==> src/rtl/mem_arb_pkg.sv <==
// mem_arb_pkg: shared widths and FSM state for the
// two-port memory arbiter.
package mem_arb_pkg;

  localparam int ADDR_W = 8;
  localparam int DATA_W = 8;

  typedef enum logic [1:0] {
    IDLE,
    ACCESS,
    DONE
  } state_t;

endpackage

==> src/rtl/mem_arb_if.sv <==
// mem_arb_if: requester and memory bus of the arbiter.
// slave = arbiter side, master = requesters + memory.
interface mem_arb_if;
  import mem_arb_pkg::*;

  logic [1:0]        req;
  logic [1:0]        we;
  logic [ADDR_W-1:0] addr0;
  logic [ADDR_W-1:0] addr1;
  logic [DATA_W-1:0] wdata0;
  logic [DATA_W-1:0] wdata1;
  logic [1:0]        ack;
  logic [DATA_W-1:0] rdata;
  logic [ADDR_W-1:0] mem_addr;
  logic [DATA_W-1:0] mem_wdata;
  logic              mem_we;
  logic [DATA_W-1:0] mem_rdata;

  modport slave (
    input  req, we, addr0, addr1,
    input  wdata0, wdata1, mem_rdata,
    output ack, rdata,
    output mem_addr, mem_wdata, mem_we
  );

  modport master (
    output req, we, addr0, addr1,
    output wdata0, wdata1, mem_rdata,
    input  ack, rdata,
    input  mem_addr, mem_wdata, mem_we
  );

endinterface

==> src/rtl/mem_arb_select.sv <==
// mem_arb_select: one-hot winner from two requests.
// ptr names the requester favoured on a tie.
module mem_arb_select (
  input  logic [1:0] req,
  input  logic       ptr,
  output logic [1:0] grant
);

  // pick a single winner, tie broken by ptr
  always_comb begin
    grant = 2'b00;
    unique case (1'b1)
      (req == 2'b11): grant = ptr ? 2'b10 : 2'b01;
      (req == 2'b01): grant = 2'b01;
      (req == 2'b10): grant = 2'b10;
      default:        grant = 2'b00;
    endcase
  end

endmodule

==> src/rtl/mem_arbiter.sv <==
// mem_arbiter: 3-cycle IDLE/ACCESS/DONE arbiter, 2 ports.
// MEM_ARB_ROUND_ROBIN_EN: round-robin, else fixed prio.
module mem_arbiter
  import mem_arb_pkg::*;
#(
  parameter int NUM_REQ = 2
) (
  input  logic     clk,
  input  logic     rst_n,
  mem_arb_if.slave bus
);

  state_t            state;
  logic [1:0]        grant;
  logic [NUM_REQ-1:0] winner;
  logic [NUM_REQ-1:0] ack_q;
  logic              ptr;
  logic              mem_we_q;
  logic [ADDR_W-1:0] addr_q;
  logic [DATA_W-1:0] wdata_q;
  logic [DATA_W-1:0] rdata_q;

  mem_arb_select u_sel (
    .req   (bus.req),
    .ptr   (ptr),
    .grant (grant)
  );

`ifdef MEM_ARB_ROUND_ROBIN_EN
  // favour the requester not granted last
  always_ff @(posedge clk or negedge rst_n) begin
    if (!rst_n) begin
      ptr <= 1'b0;
    end else if (state == IDLE && |bus.req) begin
      ptr <= grant[0];
    end
  end
`else
  assign ptr = 1'b0;
`endif

  // access FSM with registered memory and ack outputs
  always_ff @(posedge clk or negedge rst_n) begin
    if (!rst_n) begin
      state    <= IDLE;
      winner   <= '0;
      ack_q    <= '0;
      mem_we_q <= 1'b0;
      addr_q   <= '0;
      wdata_q  <= '0;
      rdata_q  <= '0;
    end else begin
      unique case (state)
        IDLE: begin
          ack_q    <= '0;
          mem_we_q <= 1'b0;
          if (|bus.req) begin
            winner   <= grant;
            mem_we_q <= |(grant & bus.we);
            addr_q   <= grant[1] ? bus.addr1
                                 : bus.addr0;
            wdata_q  <= grant[1] ? bus.wdata1
                                 : bus.wdata0;
            state    <= ACCESS;
          end
        end
        ACCESS: begin
          if (!mem_we_q) begin
            rdata_q <= bus.mem_rdata;
          end
          mem_we_q <= 1'b0;
          ack_q    <= winner;
          state    <= DONE;
        end
        DONE: begin
          ack_q <= '0;
          state <= IDLE;
        end
        default: begin
          ack_q    <= '0;
          mem_we_q <= 1'b0;
          state    <= IDLE;
        end
      endcase
    end
  end

  assign bus.ack       = ack_q;
  assign bus.rdata     = rdata_q;
  assign bus.mem_addr  = addr_q;
  assign bus.mem_wdata = wdata_q;
  assign bus.mem_we    = mem_we_q;

endmodule

==> src/flat_wrapper.sv <==
// flat-port wrapper written by rule: the top's interface ports become plain ports
module mem_arbiter_flat import mem_arb_pkg::*;
#(
  parameter int NUM_REQ = 2
)
  (clk, rst_n, bus_req, bus_we, bus_addr0, bus_addr1, bus_wdata0, bus_wdata1, bus_mem_rdata, bus_ack, bus_rdata, bus_mem_addr, bus_mem_wdata, bus_mem_we);
  mem_arb_if bus_i ();
  input  logic clk;
  input  logic rst_n;
  input wire logic [$bits(bus_i.req)-1:0] bus_req;
  input wire logic [$bits(bus_i.we)-1:0] bus_we;
  input wire logic [$bits(bus_i.addr0)-1:0] bus_addr0;
  input wire logic [$bits(bus_i.addr1)-1:0] bus_addr1;
  input wire logic [$bits(bus_i.wdata0)-1:0] bus_wdata0;
  input wire logic [$bits(bus_i.wdata1)-1:0] bus_wdata1;
  input wire logic [$bits(bus_i.mem_rdata)-1:0] bus_mem_rdata;
  output wire logic [$bits(bus_i.ack)-1:0] bus_ack;
  output wire logic [$bits(bus_i.rdata)-1:0] bus_rdata;
  output wire logic [$bits(bus_i.mem_addr)-1:0] bus_mem_addr;
  output wire logic [$bits(bus_i.mem_wdata)-1:0] bus_mem_wdata;
  output wire logic [$bits(bus_i.mem_we)-1:0] bus_mem_we;
  assign bus_i.req = bus_req;
  assign bus_i.we = bus_we;
  assign bus_i.addr0 = bus_addr0;
  assign bus_i.addr1 = bus_addr1;
  assign bus_i.wdata0 = bus_wdata0;
  assign bus_i.wdata1 = bus_wdata1;
  assign bus_i.mem_rdata = bus_mem_rdata;
  assign bus_ack = bus_i.ack;
  assign bus_rdata = bus_i.rdata;
  assign bus_mem_addr = bus_i.mem_addr;
  assign bus_mem_wdata = bus_i.mem_wdata;
  assign bus_mem_we = bus_i.mem_we;
  mem_arbiter #(.NUM_REQ(NUM_REQ)) u_core (.clk(clk), .rst_n(rst_n), .bus(bus_i));
endmodule
==> config.mk <==
export PLATFORM = sky130hd
export DESIGN_NAME = mem_arbiter_flat
export DESIGN_NICKNAME = d
export VERILOG_FILES = /design/src/rtl/mem_arb_pkg.sv /design/src/rtl/mem_arb_if.sv /design/src/rtl/mem_arb_select.sv /design/src/rtl/mem_arbiter.sv /design/src/flat_wrapper.sv
export SDC_FILE = /design/constraint.sdc
export NUM_CORES = 1
export LEC_CHECK = 0
export CAP_MARGIN = 20
export CELL_PAD_IN_SITES_DETAIL_PLACEMENT = 1
export CELL_PAD_IN_SITES_GLOBAL_PLACEMENT = 1
export CORE_MARGIN = 2
export CORE_UTILIZATION = 31
export CTS_CLUSTER_DIAMETER = 80
export CTS_CLUSTER_SIZE = 40
export DETAILED_ROUTE_END_ITERATION = 12
export PLACE_DENSITY = 0.88
export REMOVE_ABC_BUFFERS = 1
export SLEW_MARGIN = 20
export SYNTH_ARGS = -nofsm -noshare
export SYNTH_HDL_FRONTEND = slang
export SYNTH_SLANG_ARGS = --single-unit
==> constraint.sdc <==
create_clock -name clk -period 2.2 [get_ports clk]
set_clock_uncertainty 0.15 [all_clocks]
set_input_delay 0.66 -clock clk [delete_from_list [all_inputs] [get_ports clk]]
set_output_delay 0.66 -clock clk [all_outputs]
set_load 0.005 [all_outputs]
# Word-level counts from Yosys, hierarchy flattened

Cells that the tools add are included.

Equal/unequal tests: 6
Muxes and demuxes: 8
Bitwise operators: 2
Reduce and logical (&&, ||, !) cells: 6

Operators with widths:

| cell                                                                   | number |
|---|---|
| 8-bit 2-to-1 mux                                                       | 2 |
| 2-bit one-hot mux with 2 select lines                                  | 2 |
| 2-bit equality test (second input constant)                            | 3 |
| 2-bit OR reduction                                                     | 3 |
| 2-bit by 1-bit equality test with 1-bit output (second input constant) | 2 |
| 2-bit 2-to-1 mux                                                       | 2 |
| 2-bit AND reduction                                                    | 2 |
| 2-bit bitwise AND                                                      | 1 |
| 2-bit logical NOT                                                      | 1 |
| 2-bit by 1-bit != test with 1-bit output (second input constant)       | 1 |
| 1-bit one-hot mux with 2 select lines                                  | 1 |
| 1-bit 2-to-1 mux                                                       | 1 |
| 1-bit NOT                                                              | 1 |

Flip-flop bits (word level): 31
Output and inout port bits: 27

# Depth between registers and ports, before layout

Depth in word-level cells: 7
Depth in mapped cells: 5
Depth with buffers taken out: 3

# Hierarchy

From an unflattened synthesis, not the netlist that was laid out.

Cells, all modules: 90
Area, all modules: 1447.6 um^2

By module, submodules not included:

| module         | times used | cells each | area each (um^2) | seq. area each (um^2) |
|---|---|---|---|---|
| mem_arbiter    | 1          | 87         | 1428.9           | 775.7 |
| mem_arb_select | 1          | 3          | 18.8             | 0.0 |

# Worst setup path after synthesis

OpenSTA, ideal clock, no wires.

Kind: input to register
Start: input bus_req[0]
End: register u_core.addr_q[2], in the netlist u_core.bus.mem_addr[2]
Setup time: 0.125 ns
Arrival: 1.595 ns
Slack: 0.330 ns
Stages: 5
Path through: nand2b_1 -> buf_6 -> buf_12 -> mux2_4 -> mux2_4

Longest elaborated chain between the ends: 4
Elaborated cells between the ends (all ways): 8
Those cells by class: eq/ne: 3; mux: 2; reduce/logical: 3

RTL lines:

| item                                                                                  | RTL line                                   | RTL |
|---|---|---|
| start: declaration                                                                    | flat_wrapper.sv:10                         | `input wire logic [$bits(bus_i.req)-1:0] bus_req;` |
| 2-bit equality test or 2-bit by 1-bit equality test with 1-bit output (tied branches) | mem_arb_select.sv:13, mem_arb_select.sv:14 |  |
| 2-bit OR reduction (no source line)                                                   | n/a                                        |  |
| 2-bit one-hot mux with 2 select lines                                                 | mem_arb_select.sv:12                       | `unique case (1'b1)` |
| 8-bit 2-to-1 mux                                                                      | mem_arbiter.sv:60                          | `addr_q <= grant[1] ? bus.addr1` |
| end signal: assignment                                                                | mem_arbiter.sv:60                          |  |
| end: declaration                                                                      | mem_arbiter.sv:19                          | `logic [ADDR_W-1:0] addr_q;` |

Several ways; a longest one is shown, not always the timed one.
A chain may end at the register's enable or synchronous reset.

# Worst setup path in the final report

Start: input bus_req[0]
End: register u_core.wdata_q[4], in the netlist u_core.bus.mem_wdata[4]

Longest elaborated chain between the ends: 4
Elaborated cells between the ends (all ways): 8
Those cells by class: eq/ne: 3; mux: 2; reduce/logical: 3

RTL lines:

| item                                                                                  | RTL line                                   | RTL |
|---|---|---|
| 2-bit equality test or 2-bit by 1-bit equality test with 1-bit output (tied branches) | mem_arb_select.sv:13, mem_arb_select.sv:14 |  |
| 2-bit OR reduction (no source line)                                                   | n/a                                        |  |
| 2-bit one-hot mux with 2 select lines                                                 | mem_arb_select.sv:12                       |  |
| 8-bit 2-to-1 mux                                                                      | mem_arbiter.sv:62                          | `wdata_q <= grant[1] ? bus.wdata1` |
| end signal: assignment                                                                | mem_arbiter.sv:62                          |  |
| end: declaration                                                                      | mem_arbiter.sv:20                          | `logic [DATA_W-1:0] wdata_q;` |

Several ways; a longest one is shown, not always the timed one.

==> results.toml <==
[detailed_routing]
wl_per_cell_um = 18.4
dr.first_iter.drc_count = 35
postRouteAntennaNets = 0
vias = 1049
firstDrtPassIters = 2
avgViaCountPerCell = 4.68
drc = 0
wl_um = 4110

[grt]
grt_start_max_net_pins = 32
grt_use_total_pct = 17.0
gr-total-overflow = 0
grt_pass1_wl_um = 6560
grt_pass1_vias = 1274
antenna_found_initial = 0

[power_and_ir_drop]
combPwrFrac_pct = 46.9
netSwitchingFraction_pct = 28.1
p_int_w = 0.00208
irDropWorstVdd_uv = 396
finalPower_w = 0.00290
p_seq_share_pct = 35.7
p_per_area_nw_per_um2 = 1230
p_sw_w = 0.000815
clockPowerShare_pct = 17.3
leakage_nw = 1.02

[timing]
fin_crit_sh_pct = 95.4
setup_tns_ns = 0
period_needed_ns = 2.10
timing.final.hold_violations = 0
rsz0062_at_grt = "no"
fmax_mhz = 476
slew_headroom_pct = 73.3
maxSlewViolCount = 0
worst_slew_pin_slew_ns = 0.401
setup_viol = 0
hold_ws_ns = 0.327

[finish]
insertedDiodeCount = 0
nets = 217
syn_to_final_growth_pct = 62.5
post-route-util_pct = 53.3
drive_above_1_share_pct = 32.0
fill_cells = 440

[critical_path]
crit_type = "in -> reg"
crit_fanout = 11
endpoint_kind = "register"
r2r_slack_ns = 0.47
cp-start-kind = "primary input"
ff2ff_path_depth = 4
crit_required_ns = 2.22
cp.arrival_ns = 2.12

[synth]
yosys-mux-area-fraction_pct = 36.3
yosysSeqAreaShare_pct = 53.6
yosys_warnings = 0
synth_xor_area_share_pct = 0
synth.area.top_cells = "dfrtp_1, mux2_4, mux2_2"
netlist.area_leader.share_pct = 53.6
post_synth_and_or_nand_nor_area_fraction_pct = 3.20
synth_fa_ha_area_share_pct = 0
syn_inst = 91
synth_top_family_by_area = "multiplexers"
synth_compound_area_share_pct = 2.85
synth_area_um2 = 1450
syn_avg_cell_area_um2 = 15.9
synth_cell_type_count = 18
yosys.area.top_type = "dfrtp_1"
ys_ff_latch = 31

[clock_tree]
cts_root_buf = "clkbuf_8"
numCtsBuffers = 5
htree_levels = 2
clock_path_buffers = 2
cts_tree = "built"
cts_resized = 0
cts_num_sinks = 31
clk_latency_ns = 0.28
clk_pin_slew_ns = 0.07
postCtsSetupBuffers = 0
cts_hold_buffers = 0

[placed_design]
dp_hpwl_um = 3210
gp_congestion = 0.797
io_buffers = 72

[min_path]
holdCritPathClass = "reg -> reg"
hold_depth = 1

[die]
die_w_um = 72.3
io_pins = 73
dieArea_um2 = 5230
dieHeight_um = 72.3
initial_core_util_pct = 32.8
core-area_um2 = 4410
rows = 24

[run]
maxCapViolCount = 0

[outcome]
status = "finished clean"
## cells by family after synthesis
| logic type | count (synthesis) |
|---|---|
| DFF | 31 |
| muxes | 40 |
| and+or+nand+nor | 8 |
| buffers and inverters | 6 |
| AOI/OAI and AO/OA | 6 |
## registers in the layout, summed over array words and instances (netlist names)
signal                cells
u_core.bus.mem_wdata      8
u_core.bus.mem_we         1
u_core.bus.mem_addr       8
u_core.winner             2
u_core.bus.ack            2
u_core.bus.rdata          8
u_core.state              2
## worst max-delay path: stages
cell	delay (ns)
clkdlybuf4s50_1	0.49
nand2b_1	0.20
buf_12	0.17
mux2_2	0.33
mux2_2	0.26
## stage by stage
stage | worst slack [ns] | instances | cell area [µm²]
2_1_floorplan | 0.0457 | 86 | 1390
3_3_place_gp | -0.165 | 216 | 2250
3_5_place_dp | -0.196 | 216 | 2250
4_1_cts | 0.0956 | 224 | 2350
5_1_grt | 0.0632 | 224 | 2350
6_report | 0.101 | 224 | 2350
## Yosys cell counts
cell type  number
and2_1          3
a221oi_1        1
nand3b_1        1
inv_1           1
nor2_1          1
mux2_4         20
a22o_2          1
o21a_1          1
mux2_2         20
a21oi_1         3
nand2_1         1
buf_6           2
nor2b_1         1
buf_4           1
buf_12          1
buf_2           1
nand2b_1        1
dfrtp_1        31
## power by group through the flow
stage | clock, W | combinational (W) | sequential [W]
global route | 0.000545 | 0.00145 | 0.00107
detailed placement | 0 | 0.00138 | 0.00105
floorplan | 0 | 0.000582 | 0.00103
finish | 0.000503 | 0.00136 | 0.00104
global placement | 0 | 0.00131 | 0.00101
CTS | 0.000515 | 0.00138 | 0.00104
## worst paths after layout
kind / from / endpoint
hold / removal: u_core.state[0]$_DFFE_PN0P_ / u_core.bus.mem_we$_DFFE_PN0P_
setup reg to reg: u_core.state[1]$_DFFE_PN0P_ / u_core.bus.mem_wdata[4]$_DFFE_PN0P_
setup / recovery: bus_req[0] / u_core.bus.mem_wdata[4]$_DFFE_PN0P_
hold reg to reg: u_core.state[0]$_DFFE_PN0P_ / u_core.bus.mem_we$_DFFE_PN0P_
max in group asynchronous: rst_n / u_core.bus.rdata[6]$_DFFE_PN0P_
min in group asynchronous: rst_n / u_core.bus.mem_addr[0]$_DFFE_PN0P_
## area by class of cell
type                       instances  area [µm²]  share of cell area (%)
timing repair buffer              78         791                    33.6
multi-input combinational         54         613                    26.1
tap                               52        65.1                    2.77
inverter                           1        3.75                   0.160
clock inverter                     1        7.51                   0.319
sequential                        31         776                    33.0
clock buffer                       7        96.3                    4.10
## layout by cell type (no fill, tap or decap)
master and n:
nand2b_1 1, dfrtp_1 31, a21oi_1 3, nor2b_1 1, inv_1 1, and2_1 3, a22o_2 1, o21a_1 1
nor2_1 1, clkdlybuf4s50_1 72, clkinvlp_4 1, buf_4 4, nand3b_1 1, mux2_2 20, mux2_4 20, buf_12 2
nand2_1 1, clkbuf_8 7, a221oi_1 1
## routing by layer
layer / vias to the layer above / routed length, µm / track usage (%)
met5: - / 0 / 0
met4: 0 / 52 / 6.29
met3: 5 / 307 / 5.00
met2: 51 / 2210 / 32.0
met1: 513 / 1550 / 17.5
li1: 480 / - / -
Power figures use the tool's default switching activity.
